## src/rtl/frame_pkg.sv

```systemverilog
// Shared constants for the UDP frame header inserter (TX) and the RX header detector.
// Holds header geometry, default parameter values and the framer state encoding.
package frame_pkg;

  // Number of header bytes preceding every frame.
  localparam int unsigned HDR_LEN = 2;

  // Number of sequence-number bytes inserted after the header when sequencing is enabled.
  localparam int unsigned SEQ_LEN = 1;

  // Default value of each header byte; the RX detector keys on this pattern.
  localparam logic [7:0] HDR_BYTE_DEFAULT = 8'h00;

  // Default upper bound on accepted payload length.
  localparam logic [15:0] MAX_PAYLOAD_DEFAULT = 16'd1470;

  // Framer state encoding.
  typedef enum logic [2:0] {
    ST_IDLE = 3'd0,
    ST_REQ  = 3'd1,
    ST_HDR0 = 3'd2,
    ST_HDR1 = 3'd3,
    ST_SEQ  = 3'd4,
    ST_PAY  = 3'd5,
    ST_DONE = 3'd6
  } state_e;

endpackage

```

## src/rtl/frame_header_insert.sv

```systemverilog
// UDP TX-side framer on udp_clk. Emits HDR_LEN header bytes, optionally a sequence byte,
// then streams payload_len bytes from a payload FIFO with one cycle of read latency.
// Handshakes with the UDP stack app TX port: request held until ack, data starts the
// cycle after ack and runs back-to-back without backpressure.
// Optional feature: define FRAME_SEQ_EN to insert an 8-bit wrapping frame sequence
// number after the header (frame length then grows by one byte).
module frame_header_insert
  import frame_pkg::*;
#(
  parameter logic [7:0]  HDR_BYTE    = HDR_BYTE_DEFAULT,
  parameter logic [15:0] MAX_PAYLOAD = MAX_PAYLOAD_DEFAULT
) (
  input  logic        udp_clk,
  input  logic        rst,
  input  logic        start,
  input  logic [15:0] payload_len,
  output logic        pay_rd_en,
  input  logic [7:0]  pay_data,
  input  logic        udp_tx_ready,
  output logic        app_tx_data_request,
  input  logic        app_tx_ack,
  output logic [7:0]  app_tx_data,
  output logic        app_tx_data_valid,
  output logic [15:0] app_tx_data_length,
  output logic        busy,
  output logic        done,
  output logic        err
);

`ifdef FRAME_SEQ_EN
  localparam logic [15:0] OVERHEAD    = 16'(HDR_LEN + SEQ_LEN);
  // The sequence byte is the last byte before payload, so it issues the first FIFO read.
  localparam state_e      LAST_PRE_ST = ST_SEQ;
`else
  localparam logic [15:0] OVERHEAD    = 16'(HDR_LEN);
  localparam state_e      LAST_PRE_ST = ST_HDR1;
`endif

  state_e      state_q;
  logic [15:0] len_q;       // latched payload length for the current frame
  logic [15:0] rem_q;       // payload bytes remaining, including the one on the bus
  logic [15:0] rem_d;       // rem_q after the current payload byte
  logic [15:0] length_q;    // total frame length presented to the stack
  logic        req_q;
  logic        valid_q;
  logic [7:0]  data_q;      // header / sequence byte driven outside PAY
  logic        pay_sel_q;   // steer FIFO data onto the bus during PAY
  logic        rd_en_q;
  logic        busy_q;
  logic        done_q;
  logic        err_q;
`ifdef FRAME_SEQ_EN
  logic [7:0]  seq_q;       // sequence number of the next frame to be sent
`endif

  assign rem_d = rem_q - 16'd1;

  // Frame sequencer: state, counters and all registered outputs advance together.
  // NOTE: sequential state uses non-blocking assignments so every register in this block
  // sees the pre-edge values of the others, independent of statement order.
  always_ff @(posedge udp_clk or posedge rst) begin
    if (rst) begin
      state_q   <= ST_IDLE;
      len_q     <= '0;
      rem_q     <= '0;
      length_q  <= '0;
      req_q     <= 1'b0;
      valid_q   <= 1'b0;
      data_q    <= '0;
      pay_sel_q <= 1'b0;
      rd_en_q   <= 1'b0;
      busy_q    <= 1'b0;
      done_q    <= 1'b0;
      err_q     <= 1'b0;
`ifdef FRAME_SEQ_EN
      seq_q     <= '0;
`endif
    end else begin
      // done and err are single-cycle pulses unless re-armed below.
      done_q <= 1'b0;
      err_q  <= 1'b0;

      case (state_q)
        ST_IDLE: begin
          if (start) begin
            if (payload_len > MAX_PAYLOAD) begin
              err_q <= 1'b1;
            end else if (udp_tx_ready) begin
              state_q  <= ST_REQ;
              len_q    <= payload_len;
              length_q <= payload_len + OVERHEAD;
              req_q    <= 1'b1;
              busy_q   <= 1'b1;
            end
          end
        end

        ST_REQ: begin
          if (app_tx_ack) begin
            state_q <= ST_HDR0;
            req_q   <= 1'b0;
            valid_q <= 1'b1;
            data_q  <= HDR_BYTE;
          end
        end

        ST_HDR0: begin
          state_q <= ST_HDR1;
`ifndef FRAME_SEQ_EN
          rd_en_q <= (len_q != 16'd0);
`endif
        end

`ifdef FRAME_SEQ_EN
        ST_HDR1: begin
          state_q <= ST_SEQ;
          data_q  <= seq_q;
          rd_en_q <= (len_q != 16'd0);
        end
`endif

        LAST_PRE_ST: begin
          if (len_q == 16'd0) begin
            state_q <= ST_DONE;
            valid_q <= 1'b0;
            data_q  <= '0;
            done_q  <= 1'b1;
            rd_en_q <= 1'b0;
          end else begin
            state_q   <= ST_PAY;
            pay_sel_q <= 1'b1;
            rem_q     <= len_q;
            rd_en_q   <= (len_q > 16'd1);
          end
        end

        ST_PAY: begin
          if (rem_q == 16'd1) begin
            state_q   <= ST_DONE;
            valid_q   <= 1'b0;
            data_q    <= '0;
            pay_sel_q <= 1'b0;
            done_q    <= 1'b1;
            rd_en_q   <= 1'b0;
          end else begin
            rem_q   <= rem_d;
            // Keep reading while more than one byte remains after this one is issued.
            rd_en_q <= (rem_q > 16'd2);
          end
        end

        ST_DONE: begin
          state_q <= ST_IDLE;
          busy_q  <= 1'b0;
`ifdef FRAME_SEQ_EN
          seq_q   <= seq_q + 8'd1;
`endif
        end

        default: begin
          state_q <= ST_IDLE;
        end
      endcase
    end
  end

  // NOTE: payload bytes bypass the output register; the FIFO already presents them
  // registered one cycle after the read strobe, so another stage would break alignment.
  assign app_tx_data         = pay_sel_q ? pay_data : data_q;
  assign app_tx_data_valid   = valid_q;
  assign app_tx_data_request = req_q;
  assign app_tx_data_length  = length_q;
  assign pay_rd_en           = rd_en_q;
  assign busy                = busy_q;
  assign done                = done_q;
  assign err                 = err_q;

endmodule

```

## config.mk

```make
export PLATFORM = sky130hd
export DESIGN_NAME = frame_header_insert
export DESIGN_NICKNAME = d
export VERILOG_FILES = /design/src/rtl/frame_pkg.sv /design/src/rtl/frame_header_insert.sv
export SDC_FILE = /design/constraint.sdc
export NUM_CORES = 1
export LEC_CHECK = 0
export ABC_CLOCK_PERIOD_IN_PS = 2700
export BUFFER_PORTS_ARGS = -buffer_cell sky130_fd_sc_hd__buf_2
export CORE_UTILIZATION = 55
export DETAILED_ROUTE_END_ITERATION = 10
export HOLD_SLACK_MARGIN = 0.12
export MAX_ROUTING_LAYER = met4
export PLACE_DENSITY_LB_ADDON = 0.08
export SLEW_MARGIN = 10
export SYNTH_ARGS = -nofsm -noshare
export SYNTH_HDL_FRONTEND = slang
export SYNTH_SLANG_ARGS = --single-unit
```

## constraint.sdc

```tcl
create_clock -name udp_clk -period 2.7 [get_ports udp_clk]
set_clock_uncertainty 0.15 [all_clocks]
set_input_delay 0.135 -clock udp_clk [delete_from_list [all_inputs] [get_ports udp_clk]]
set_output_delay 0.135 -clock udp_clk [all_outputs]
set_load 0.005 [all_outputs]
```

==> impl_metrics.toml <==
[run_status]
status = "complete, no violations"

[cts]
post_cts_setup_repair_bufs = 0
clock_tree.htree_level_count = 3
cts_hold_repair.buffers = 16
worst_skew_pair.late_latency_ns = 0.34
tritoncts.num_buffers = 9
cts.sinks = 57
path_clk_slew_ns = 0.06
maximum_buffer_depth_of_the_clock_tree = 2
ctsResizeCount = 0
cts_root_buffer = "sky130_fd_sc_hd__clkbuf_8"
cts_tree = "done"

[floorplan]
die_h_um = 75.9
design.portCount = 59
std_cell_rows = 26
fp.dieArea_um2 = 5750
width_of_the_die_um = 75.9
placeableCoreArea_um2 = 5170
initial_core_utilization_pct = 58.0

[routing]
per_cell_via_count_in_the_routed_design = 5.86
total_wirelength_of_the_detailed_routed_design_mm = 7.47
drt_iter0_drc = 273
remaining_antenna_violation_count_after_routing = 0
avgRoutedWirePerCell_um = 16.9
detailroute.via_count = 2586
drt-pass1-iter-count = 4
route.detailed.drc = 0

[sta]
min_setup_slack_post_route_ns = 0.262
finalSetupViolCount = 0
clock.fmax_ghz = 0.410
whs_ns = 0.154
final.min_clock_period_ns = 2.44
setup_total_negative_slack_ns = 0
timing_worst_slew_pin_value_ns = 0.739
finalMaxSlewViolations = 0
slew_headroom_pct = 50.7
rsz0062_at_grt = "no"
finalHoldViolations = 0
final.period_utilization_pct = 90.3

[placed_design]
placed_cell_area_um2 = 3320
gp_routability_congestion = 0.936
detailedPlacementHpwl_mm = 5.14
port-buffer-count = 58
place_worst_setup_slack_ns = 0.414

[grt]
globalRouteOverflowTotal = 0
track_usage_pct = 30.0
grt_first_pass_wirelength_mm = 11.9
first_global_vias = 2476
antenna_found_initial = 0
grt_start_max_net_pins = 34

[power]
net-switching-power_uw = 1140
power_density_nw_per_um2 = 812
combinationalPowerShare_pct = 35.8
netSwitchingFraction_pct = 38.6
clock_power_share_pct = 22.4
power_leakage_uw = 0.00178
maximum_resistive_drop_on_vdd_uv = 493
cellInternalPower_uw = 1810
seq_power_share_pct = 41.9

[critical_path]
timing.critical_path.to_type = "flop"
timing.reg2reg.setup_slack_ns = 0.31
worstSetupStartpointType = "input port"
crit_path_max_fanout = 31
crit_type = "in2reg"
cp_data_arrival_time_ns = 2.49
worst-endpoint-required_ns = 2.76

[run]
cap_violations = 0

[yosys]
post_synthesis_cell_type_count = 58
synth_edf_count = 0
synth_area_um2 = 3000
synth-seq-cells = 57
netlist_instances = 294
syn_nets = 327
seq_area_frac_synth_pct = 47.5
ys_async_sr_fraction_pct = 100
most_used_dff_post_synth = "sky130_fd_sc_hd__dfrtp_1"
yosysWarnings = 0
avgSynthCellArea_um2 = 10.2

[final_layout]
postLayoutCellArea_um2 = 3630
area_growth_syn_to_layout_pct = 21.1
antenna_cells_inserted = 0
post_route_cells_drive_above_1_share_pct = 24.5
design.final.nets = 402

[worst_hold_path]
min-delay-path-class = "in2reg"
## metrics by stage
| stage | total power (µW) | util [%] | cells |
|---|---|---|---|
| global placement | 2250 | 64.2 | 412 |
| CTS | 2940 | 70.2 | 441 |
| detailed placement | 2250 | 64.2 | 412 |
| floorplan | 1940 | - | 294 |
| global route | 3140 | 70.2 | 441 |
| finish | 2950 | 70.2 | 441 |
## power groups by stage
stage | Clock [µW] | Combinational (µW) | Sequential, µW
finish | 659 | 1050 | 1230
global route | 698 | 1180 | 1260
CTS | 667 | 1040 | 1230
detailed placement | 0 | 1010 | 1240
global placement | 0 | 1010 | 1240
floorplan | 0 | 790 | 1150
## cells by family after synthesis
kind of cell | share of synthesized area (%)
and+or+nand+nor | 23.5
xor gates and xnor gates | 2.34
AOI/OAI and AO/OA | 12.4
adders and majority gates | 1.67
DFF | 47.5
buffers and inverters | 4.00
muxes | 8.55
## final timing paths
check / from / end / depth (start not counted)
max: payload_len[1] / app_tx_data_length[3] / 8
min: udp_tx_ready / busy / 5
max reg2reg: rem_q[4] / rem_q[13] / 5
min reg2reg: app_tx_data_length[14] / app_tx_data_length[14] / 1
max in group asynchronous: rst / len_q[9] / 4
min in group asynchronous: rst / rem_q[2] / 3
## worst max-delay path, cell delays in order
cell	delay, ns
sky130_fd_sc_hd__dlygate4sd3_1	0.53
sky130_fd_sc_hd__buf_2	0.15
sky130_fd_sc_hd__nand3_1	0.18
sky130_fd_sc_hd__nor4_1	0.49
sky130_fd_sc_hd__nor3_1	0.18
sky130_fd_sc_hd__nand2_1	0.12
sky130_fd_sc_hd__buf_4	0.33
sky130_fd_sc_hd__mux2_1	0.37
## cells in the final DEF (no fill, tap or decap), drive strengths merged, types with 2 or more instances in the layout
cell	count
buf	63
dfrtp	57
nand2	24
mux2	21
and2	20
nor3	16
dlygate4sd3	16
nand3	14
nor2	14
o21ai	14
a21oi	12
clkbuf	12
nor4	10
nand4	9
inv	7
xor2	5
o211ai	5
o22ai	4
ha	4
or3	4
xnor2	3
and3	3
mux2i	2
nor4b	2
a221oi	2
nand2b	2
a21boi	2
o311ai	2
a32o	2
a31oi	2
a2bb2oi	2
## layer usage
| metal | track usage [%] | vias to the layer above | part of all wire [%] |
|---|---|---|---|
| li1 | - | 1233 | - |
| met1 | 39.6 | 1216 | 43 |
| met2 | 45.1 | 121 | 47 |
| met3 | 6.22 | 16 | 7.6 |
| met4 | 12.1 | 0 | 2.4 |
| met5 | - | - | 0 |
## flip-flops by register name, indices dropped and copies added (netlist names)
name and flops:
len_q 16, rem_q 16, app_tx_data_length 15, state_q 3
app_tx_data_request 1, app_tx_data_valid 1, busy 1, done 1
err 1, pay_rd_en 1, pay_sel_q 1
## synth_stat cells, drive strengths merged (3+ instances only)
| cell type | n | share of area, % |
|---|---|---|
| nand3 | 14 | 2.5 |
| nor2 | 14 | 1.9 |
| and3 | 3 | 0.63 |
| xor2 | 5 | 1.5 |
| dfrtp | 57 | 48 |
| buf | 9 | 2.3 |
| inv | 7 | 0.88 |
| or3 | 4 | 0.88 |
| clkbuf | 6 | 0.88 |
| mux2 | 21 | 7.9 |
| a21oi | 12 | 2.0 |
| nand4 | 9 | 2.1 |
| nor3 | 16 | 2.7 |
| nand2 | 24 | 3.1 |
| and2 | 20 | 4.2 |
| nor4 | 10 | 2.8 |
| ha | 4 | 1.7 |
| o211ai | 5 | 1.3 |
| o21ai | 14 | 2.3 |
| xnor2 | 3 | 0.88 |
| o22ai | 4 | 0.83 |
## cell type report
class / count / area [µm²]
tap: 70 / 87.6
timing repair buffer: 79 / 488
clock inverter: 1 / 5.00
fill: 392 / 1540
clock buffer: 12 / 145
inverter: 7 / 26.3
multi-input combinational: 215 / 1450
sequential: 57 / 1430
Power figures use the tool's default switching activity.
